`src/rtl/mips_pkg.sv`:
```
// Shared MIPS datapath constants and the load-size encoding used by the MEM/WB stage.
package mips_pkg;
    localparam int DATA_W = 32;
    localparam int REG_AW = 5;

    localparam logic [REG_AW-1:0] REG_ZERO = 5'd0;

    typedef enum logic [1:0] {
        LS_BYTE = 2'd0,
        LS_HALF = 2'd1,
        LS_WORD = 2'd2,
        LS_RSVD = 2'd3
    } load_size_e;
endpackage

```
`src/rtl/load_extend.sv`:
```
// Big-endian load lane selection and sign/zero extension, plus raw alignment check.
module load_extend
    import mips_pkg::*;
(
    input  logic [DATA_W-1:0] rdata_i,
    input  logic [1:0]        offset_i,
    input  load_size_e        size_i,
    input  logic              uns_i,
    output logic [DATA_W-1:0] load_val_o,
    output logic              misalign_o
);
    logic [7:0]  byte_sel;
    logic [15:0] half_sel;

    always_comb begin
        // Byte 0 lives in the most significant lane.
        case (offset_i)
            2'd0:    byte_sel = rdata_i[31:24];
            2'd1:    byte_sel = rdata_i[23:16];
            2'd2:    byte_sel = rdata_i[15:8];
            default: byte_sel = rdata_i[7:0];
        endcase
        half_sel = offset_i[1] ? rdata_i[15:0] : rdata_i[31:16];

        case (size_i)
            LS_BYTE: load_val_o = {{24{~uns_i & byte_sel[7]}}, byte_sel};
            LS_HALF: load_val_o = {{16{~uns_i & half_sel[15]}}, half_sel};
            default: load_val_o = rdata_i;
        endcase
    end

    // Unqualified: the stage gates this with MemRead/valid.
    assign misalign_o = ((size_i == LS_HALF) && offset_i[0])
                      || ((size_i == LS_WORD) && (offset_i != 2'd0))
                      || (size_i == LS_RSVD);
endmodule

```
`src/rtl/mem_wb_stage.sv`:
```
// MEM/WB pipeline register: selects writeback data, qualifies the RF write, counts retirements.
module mem_wb_stage
    import mips_pkg::*;
#(
    parameter int DATA_W = mips_pkg::DATA_W,
    parameter int REG_AW = mips_pkg::REG_AW,
    parameter int CNT_W  = 32
) (
    input  logic              clk,
    input  logic              rst,
    input  logic              valid_MEM,
    input  logic              MemtoReg_MEM,
    input  logic              RegWrite_MEM,
    input  logic              MemRead_MEM,
    input  logic [1:0]        load_size_MEM,
    input  logic              load_uns_MEM,
    input  logic [DATA_W-1:0] alu_result_MEM,
    input  logic [REG_AW-1:0] rd_MEM,
    input  logic [DATA_W-1:0] mem_rdata_MEM,
    input  logic              stall,
    input  logic              flush,
    output logic              valid_WB,
    output logic              RegWrite_WB,
    output logic [REG_AW-1:0] rd_WB,
    output logic [DATA_W-1:0] wdata_WB,
    output logic              misalign_WB,
    output logic [CNT_W-1:0]  retired_cnt
);
    logic [DATA_W-1:0] load_val;
    logic              misalign_raw;

    logic              valid_q, valid_d;
    logic              we_q, we_d;
    logic [REG_AW-1:0] rd_q, rd_d;
    logic [DATA_W-1:0] wdata_q, wdata_d;
    logic              mis_q, mis_d;
    logic [CNT_W-1:0]  cnt_q, cnt_d;

    load_extend u_load_extend (
        .rdata_i    (mem_rdata_MEM),
        .offset_i   (alu_result_MEM[1:0]),
        .size_i     (load_size_e'(load_size_MEM)),
        .uns_i      (load_uns_MEM),
        .load_val_o (load_val),
        .misalign_o (misalign_raw)
    );

    always_comb begin
        valid_d = valid_q;
        we_d    = we_q;
        rd_d    = rd_q;
        wdata_d = wdata_q;
        mis_d   = mis_q;
        cnt_d   = cnt_q;
        if (flush) begin
            valid_d = 1'b0;
            we_d    = 1'b0;
            mis_d   = 1'b0;
        end else if (!stall) begin
            valid_d = valid_MEM;
            rd_d    = rd_MEM;
            wdata_d = MemtoReg_MEM ? load_val : alu_result_MEM;
            mis_d   = MemRead_MEM & valid_MEM & misalign_raw;
            // A misaligned load still retires, but never writes the register file.
            we_d    = valid_MEM & RegWrite_MEM & (rd_MEM != REG_ZERO[REG_AW-1:0]) & ~mis_d;
            if (valid_MEM)
                cnt_d = cnt_q + 1'b1;
        end
    end

    always_ff @(posedge clk) begin
        if (rst) begin
            valid_q <= 1'b0;
            we_q    <= 1'b0;
            rd_q    <= '0;
            wdata_q <= '0;
            mis_q   <= 1'b0;
            cnt_q   <= '0;
        end else begin
            valid_q <= valid_d;
            we_q    <= we_d;
            rd_q    <= rd_d;
            wdata_q <= wdata_d;
            mis_q   <= mis_d;
            cnt_q   <= cnt_d;
        end
    end

    assign valid_WB    = valid_q;
    assign RegWrite_WB = we_q;
    assign rd_WB       = rd_q;
    assign wdata_WB    = wdata_q;
    assign misalign_WB = mis_q;
    assign retired_cnt = cnt_q;
endmodule

```
`config.mk`:
```
export PLATFORM = sky130hd
export DESIGN_NAME = mem_wb_stage
export DESIGN_NICKNAME = d
export VERILOG_FILES = /design/src/rtl/mips_pkg.sv /design/src/rtl/load_extend.sv /design/src/rtl/mem_wb_stage.sv
export SDC_FILE = /design/constraint.sdc
export NUM_CORES = 1
export LEC_CHECK = 0
export ABC_AREA = 1
export CORE_MARGIN = 1.5
export CORE_UTILIZATION = 49
export CTS_CLUSTER_DIAMETER = 50
export DETAILED_ROUTE_END_ITERATION = 10
export PLACE_DENSITY = 0.9
export SLEW_MARGIN = 20
export SYNTH_ARGS = -nofsm -noshare
export SYNTH_HDL_FRONTEND = slang
export SYNTH_SLANG_ARGS = --single-unit
```
`constraint.sdc`:
```
create_clock -name clk -period 4.05 [get_ports clk]
set_input_delay 0.81 -clock clk [delete_from_list [all_inputs] [get_ports clk]]
set_output_delay 0.81 -clock clk [all_outputs]
set_load 0.005 [all_outputs]
```
==> results of run 1 <==
cell families after synthesis:
kind of cell,count (synthesis)
compound gates,167
xor+xnor,7
fa+ha+maj,1
simple gates,354
buf+inv,87
flops,72
report_power, final:
group          internal [mW]  switching, mW
sequential             0.734         0.0165
clock                  0.279          0.283
combinational          0.166          0.150
Yosys cell counts (2+ instances only):
master,number,area [um2]
a21oi_1,92,460
buf_2,5,25.0
nor3_1,2,10.0
buf_4,3,22.5
nand3_2,2,20.0
nor2_2,8,50.1
clkinv_1,2,7.51
buf_6,5,56.3
clkbuf_1,19,71.3
nor3_2,2,20.0
or2_2,20,125
nor2_4,5,56.3
nand3_1,46,230
o211ai_1,3,22.5
nor2_1,77,289
nand4_1,6,37.5
o22ai_1,4,25.0
inv_1,49,184
xor2_1,6,52.6
o21ai_1,4,20.0
o221ai_1,5,43.8
o21ai_0,54,270
dfxtp_1,72,1440
nand2_2,5,31.3
inv_2,3,11.3
nand2_1,177,664
a22oi_1,3,22.5
sequential cells by signal, indices dropped and copies added, names as in the netlist:
register,flops
valid_WB,1
rd_WB,5
retired_cnt,32
wdata_WB,32
misalign_WB,1
RegWrite_WB,1
critical path: cells and delay by family:
| family | cells | cell delay (ps) |
|---|---|---|
| simple gates | 8 | 1440 |
| buf+inv | 1 | 520 |
cell type report:
cell class	count	area, um2
well taps	108	135
flip-flops and latches	72	1440
clock buffers	9	124
fillers	754	2630
multi-input cells	529	2520
inverters	54	203
repair buffers	157	1560
clock inverters	6	61.3
worst min path at each step:
stage                  endpoint  slack (ps)  cells after the start
finish                 valid_WB         460                      2
global route           valid_WB         500                      2
CTS                    valid_WB         470                      2
detailed placement     valid_WB         460                      2
global placement       valid_WB         450                      2
floorplan           RegWrite_WB         460                      2
layer usage:
| metal | up-vias | wire length [um] | share of wire (%) |
|---|---|---|---|
| met5 | - | 0 | 0 |
| met4 | 0 | 554 | 3.8 |
| met3 | 46 | 1420 | 9.8 |
| met2 | 303 | 6680 | 46 |
| met1 | 2345 | 5830 | 40 |
| li1 | 2524 | - | - |
==> flow_summary.toml, run 1 <==
[floorplan]
core_area_um2 = 8680
die_h_um = 97.2
rows = 34
io_pins = 152
start_util_pct = 50.1
die_area_um2 = 9450
die_w_um = 97.2

[timing]
hold-worst-slack_ps = 463
setup_viol = 0
fin_tns_setup_ps = 0
slew_headroom_pct = 51.0
slew_violations = 0
setup_ws_ps = 1540
min_period_ps = 2510
fin_skew_ps = 6.24
finalCritPeriodShare_pct = 61.9
tightest_slew_ps = 734
rsz0062_at_grt = "false"
hold_violations = 0
fmax_mhz = 399

[place]
dpl.cell_count = 920
place_area_um2 = 5860
dp_hpwl_um = 10900
port_buffers = 151
place_ws_ps = 1220
gp_congestion = 0.967

[global_routing]
grt_util_met1_pct = 38.1
grt-busiest-layer = "met2"
grtUsageMet2_pct = 49.9
globalRoute.totalOverflow = 0
track_usage_pct = 31.1
met3_usage_pct = 8.49
antenna_found_initial = 0
grt_max_degree = 48
grt_pass1_wl_um = 24200
grt_pass1_vias = 5068

[clock_network]
cts_resized = 0
cts_tree = "yes"
h-tree-depth = 3
clockBufferDepth = 2
path_clk_slew_ps = 70
cts_setup_buffers = 0
cts-buffers-inserted = 9
cts_hold_buffers = 0
cts.sinks = 72
root_buffer = "clkbuf_8"
clk_latency_ps = 350

[route]
drc = 0
wl_per_cell_um = 15.5
vias = 5218
drt_wl_total_um = 14500
drtPass1Iterations = 5
ant_nets = 0
drt_iter0_markers = 440
via_per_inst = 5.58

[setup_path]
crit_slowest_cell = "clkdlybuf4s50_1"
slowest_delay_ps = 520
critPathMaxFanout = 20
critPathLaunchType = "primary input"
rr_worst_depth = 7
endpoint = "retired_cnt[25]"
worstSetupPathType = "in -> reg"
end_kind = "flip-flop"
cp_cell_sequence = "clkdlybuf4s50_1 -> nor2_4 -> nand2_2 -> nor2_4 -> nand3_1 -> nor2_1 -> nand3_1 -> nand2_1 -> nor2_1"
required_ps = 4300
reg2reg_slack_ps = 2340
worstPathArrival_ps = 2760
cp-startpoint = "flush"
timing.rr.start = "retired_cnt[1]"
r2r_end = "retired_cnt[12]"

[pwr]
vdd_drop_max_mv = 0.241
p_leak_nw = 2.30
p_per_area_nw_per_um2 = 269
p_total_mw = 1.63

[final_layout]
final_common_cell = "nand2_1"
instances_no_fill = 935
utilization_pct = 69.7
n_antenna_cell = 0
drive_above_1_share_pct = 8.22
layout_common_cells = "nand2_1 (177), clkdlybuf4s50_1 (151), a21oi_1 (92)"
final_nets = 904
syn_to_final_growth_pct = 39.0
design_area_um2 = 6040

[outcome]
status = "complete, no violations"

[logic_synthesis]
synth-compound-area-share_pct = 20.2
async_flop_share_pct = 0
synth_top_family_by_area = "simple AND/OR/NAND/NOR gates"
synthSimpleGateAreaFrac_pct = 36.1
synth_nets = 769
yosys.cell_types.count = 36
yosys_register_bits = 72
seq_area_frac_synth_pct = 33.2
synth_flop_cell = "dfxtp_1"
synth_mux_area_share_pct = 0
syn_area_per_cell_um2 = 6.32
synth_edf_count = 0
synthAdderAreaFrac_pct = 0.288
synthXorXnorAreaFrac_pct = 1.41
syn_area_um2 = 4350
syn-instance-count = 688
yosys_warnings = 0

[worst_hold_path]
hold_start = "valid_WB"
hold_path.class = "reg -> reg"

[run]
drv_cap = 0
(Power assumes the default switching activity.)
==> run 2, diff against run 1 <==
--- a/config.mk
+++ b/config.mk
@@ -7,10 +7,10 @@
 export LEC_CHECK = 0
 export ABC_AREA = 1
 export CORE_MARGIN = 1.5
-export CORE_UTILIZATION = 49
+export CORE_UTILIZATION = 46
 export CTS_CLUSTER_DIAMETER = 50
 export DETAILED_ROUTE_END_ITERATION = 10
-export PLACE_DENSITY = 0.9
+export PLACE_DENSITY = 0.85
 export SLEW_MARGIN = 20
 export SYNTH_ARGS = -nofsm -noshare
 export SYNTH_HDL_FRONTEND = slang
==> constraint.sdc (replaced) <==
create_clock -name clk -period 2.5 [get_ports clk]
set_input_delay 0.5 -clock clk [delete_from_list [all_inputs] [get_ports clk]]
set_output_delay 0.5 -clock clk [all_outputs]
set_load 0.005 [all_outputs]
==> flow_summary.toml, run 2 (synthesis gave the netlist of run 1 again) <==
[clock_network]
root_buffer = "clkbuf_8"
cts_tree = "yes"
path_clk_slew_ps = 80
clockBufferDepth = 2
cts_hold_buffers = 0
cts-buffers-inserted = 9
cts_setup_buffers = 0
cts.sinks = 72
clk_latency_ps = 360
cts_resized = 0
h-tree-depth = 3

[route]
drc = 0
drt_wl_total_um = 14800
vias = 5145
drt_iter0_markers = 265
via_per_inst = 5.44
drtPass1Iterations = 5
wl_per_cell_um = 15.6
ant_nets = 0

[timing]
hold_violations = 0
tightest_slew_ps = 447
setup_viol = 0
slew_headroom_pct = 70.2
finalCritPeriodShare_pct = 78.0
rsz0062_at_grt = "false"
setup_ws_ps = 550
slew_violations = 0
fmax_mhz = 513
min_period_ps = 1950
fin_skew_ps = 10.0
fin_tns_setup_ps = 0

[pwr]
p_seq_share_pct = 45.4
switchingPower_mw = 0.750
switching_share_pct = 28.0
p_leak_nw = 2.34
p_per_area_nw_per_um2 = 438
comb_power_share_pct = 19.6
p_int_mw = 1.93
vdd_drop_max_mv = 0.414
clockPowerShare_pct = 35.0

[final_layout]
n_antenna_cell = 0
design_area_um2 = 6110
layout_common_cells = "nand2_1 (177), clkdlybuf4s50_1 (151), a21oi_1 (92)"
instances_no_fill = 946
syn_to_final_growth_pct = 40.5
final_nets = 911
final_common_cell = "nand2_1"
drive_above_1_share_pct = 8.98
utilization_pct = 66.4

[place]
place_ws_ps = 225
place_area_um2 = 5920
port_buffers = 151
dp_hpwl_um = 11300
gp_congestion = 1.01
dpl.cell_count = 930

[global_routing]
grt_max_degree = 48
grt_pass1_wl_um = 24000
grt_pass1_vias = 4895
antenna_found_initial = 0
globalRoute.totalOverflow = 0
track_usage_pct = 30.2

[setup_path]
critPathMaxFanout = 22
worstPathArrival_ps = 2200
r2r_end = "retired_cnt[12]"
cp-startpoint = "alu_result_MEM[0]"
critPathLaunchType = "primary input"
endpoint = "wdata_WB[13]"
rr_worst_depth = 7
required_ps = 2750
timing.rr.start = "retired_cnt[1]"
end_kind = "flip-flop"
reg2reg_slack_ps = 770
worstSetupPathType = "in -> reg"

[floorplan]
start_util_pct = 47.3
rows = 35
die_h_um = 100
core_area_um2 = 9200
die_w_um = 100
die_area_um2 = 10000
io_pins = 152

[run]
drv_cap = 0

[worst_hold_path]
hold_path.class = "reg -> reg"

[outcome]
status = "complete, no violations"
-- run 2: cell types whose count changed in the layout (fill, tap and decap cells not counted) --
cell and delta:
inv_2 -1, buf_4 +7, inv_1 +1, inv_6 +1
-- run 2: layout make-up --
type | instances | area (um2)
clock buffers | 9 | 124
clock inverters | 7 | 70.1
fillers | 820 | 3090
inverters | 54 | 203
multi-input cells | 529 | 2520
flip-flops and latches | 72 | 1440
well taps | 111 | 139
repair buffers | 164 | 1610
-- run 2: metal layers --
layer | vias to the layer above | wire [um] | global-route usage, %
met4 | 0 | 448 | 11.9
met3 | 37 | 1330 | 8.98
met1 | 2304 | 6130 | 37.2
met5 | - | 0 | 0
met2 | 267 | 6870 | 49.5
li1 | 2537 | - | -
-- run 2: through the flow --
| stage | total power [mW] | hold slack (ps) |
|---|---|---|
| floorplan | 1.47 | 456 |
| global placement | 1.75 | 453 |
| detailed placement | 1.76 | 462 |
| CTS | 2.68 | 472 |
| global route | 2.77 | 491 |
| finish | 2.68 | 470 |
-- run 2: worst min path at each step --
stage                     start          end  slack [ps]  cells past startpoint
floorplan           RegWrite_WB  RegWrite_WB         460                      2
global placement       valid_WB     valid_WB         450                      2
detailed placement  RegWrite_WB  RegWrite_WB         460                      2
CTS                 RegWrite_WB  RegWrite_WB         470                      2
global route        RegWrite_WB  RegWrite_WB         490                      2
finish              RegWrite_WB  RegWrite_WB         470                      2
-- run 2: power by group through the flow --
stage	Combinational (mW)	Sequential, mW	Clock (mW)
after global placement	0.511	1.24	0
after global routing	0.568	1.22	0.983
after detailed placement	0.516	1.24	0
final	0.523	1.22	0.937
after CTS	0.518	1.22	0.944
after floorplan	0.225	1.24	0
-- run 2: critical path, stage by stage --
cell and delay [ps]:
clkdlybuf4s50_1 580, inv_1 110, nand3_1 110, nand3_1 110, nand3_2 330, inv_1 130
o21ai_0 230, a21oi_1 100
==> run 3, diff against run 2 <==
==> constraint.sdc (replaced) <==
create_clock -name clk -period 1.98 [get_ports clk]
set_input_delay 0.396 -clock clk [delete_from_list [all_inputs] [get_ports clk]]
set_output_delay 0.396 -clock clk [all_outputs]
set_load 0.005 [all_outputs]
==> flow_summary.toml, run 3 (synthesis gave the netlist of run 1 again) <==
[global_routing]
globalRoute.totalOverflow = 0
grt_pass1_vias = 5260
antenna_found_initial = 0
grt_max_degree = 48
track_usage_pct = 31.5
grt_pass1_wl_um = 25100

[clock_network]
cts_setup_buffers = 0
clk_latency_ps = 360
cts_tree = "yes"
h-tree-depth = 3
cts-buffers-inserted = 9
cts_resized = 0
path_clk_slew_ps = 100
root_buffer = "clkbuf_8"
cts_hold_buffers = 0
clockBufferDepth = 2
cts.sinks = 72

[floorplan]
io_pins = 152
die_h_um = 100
start_util_pct = 47.3
die_w_um = 100
die_area_um2 = 10000
core_area_um2 = 9200
rows = 35

[setup_path]
cp_num_buf_inv = 1
reg2reg_slack_ps = 320
required_ps = 1580
rr_worst_depth = 8
worstPathArrival_ps = 1450
crit_slowest_cell = "clkdlybuf4s50_1"
worstSetupPathType = "reg -> out"
end_kind = "output pin"
slowest_delay_ps = 570
cp_cell_sequence = "clkdlybuf4s50_1"
timing.rr.start = "retired_cnt[1]"
critPathMaxFanout = 6
critPathLaunchType = "flip-flop"
r2r_end = "retired_cnt[20]"
critPathTopFamily = "buffers and inverters"

[worst_hold_path]
hold_start = "wdata_WB[0]"
min_to = "wdata_WB[0]"
hold_path.class = "reg -> reg"
min_path_cells = 2

[final_layout]
n_antenna_cell = 0
final_common_cell = "nand2_1"
final_nets = 925
syn_to_final_growth_pct = 44.1
drive_above_1_share_pct = 10.5
instances_no_fill = 960
layout_common_cells = "nand2_1 (177), clkdlybuf4s50_1 (151), a21oi_1 (92)"
utilization_pct = 68.1

[timing]
rsz0062_at_grt = "false"
fin_skew_ps = 11.2
fin_tns_setup_ps = 0
fmax_mhz = 542
setup_viol = 0
min_period_ps = 1850
slew_violations = 0
finalCritPeriodShare_pct = 93.3
slew_headroom_pct = 71.8
tightest_slew_ps = 423
hold_violations = 0

[place]
gp_congestion = 0.976
port_buffers = 151
dp_hpwl_um = 11700
dpl.cell_count = 944

[pwr]
vdd_drop_max_mv = 0.438
p_leak_nw = 2.43
p_per_area_nw_per_um2 = 559

[route]
ant_nets = 0
vias = 5272
drc = 0
drtPass1Iterations = 5
via_per_inst = 5.49
drt_wl_total_um = 15200
drt_iter0_markers = 351
wl_per_cell_um = 15.9

[outcome]
status = "complete, no violations"

[run]
drv_cap = 0
## run 3: final cells by class
type,instances,area [um2]
multi-input cells,529,2520
well taps,111,139
clock buffers,9,124
fillers,807,2930
flip-flops and latches,72,1440
inverters,54,203
clock inverters,7,83.8
repair buffers,178,1750
## run 3: report_power, final
part	switching, mW	total [mW]	leakage (nW)	internal (mW)
Combinational	0.320	0.688	1.74	0.368
Clock	0.672	1.28	0.103	0.607
Sequential	0.0326	1.53	0.587	1.50
Total	1.02	3.50	2.43	2.48
## run 3: through the flow
step           instance area (um2)  total power, mW  hold slack, ps  setup slack [ps]
6_report                      6270             3.50             470               133
5_1_grt                       6270             3.66             492              71.3
4_1_cts                       6270             3.50             468               127
3_5_place_dp                  6060             2.24             455             -20.7
3_3_place_gp                  6060             2.23             453             -4.07
2_1_floorplan                 4350             1.85             456               590
## run 3: worst max-delay path by stage
| stage | from | end | slack [ps] | cells after the start |
|---|---|---|---|---|
| 2_1_floorplan | retired_cnt[1] | retired_cnt[16] | 590 | 8 |
| 3_3_place_gp | stall | retired_cnt[25] | -4 | 9 |
| 3_5_place_dp | alu_result_MEM[0] | RegWrite_WB | -20 | 6 |
| 5_1_grt | retired_cnt[15] | retired_cnt[15] | 70 | 1 |
| 4_1_cts | retired_cnt[15] | retired_cnt[15] | 130 | 1 |
| 6_report | retired_cnt[15] | retired_cnt[15] | 130 | 1 |
## run 3: layer usage
layer	vias to the layer above	GRT usage [%]	share of wire [%]
met3	40	8.64	8.8
met1	2412	38.4	42
met2	259	52.9	47
met5	-	0	0
met4	0	12.6	3.1
li1	2561	-	-
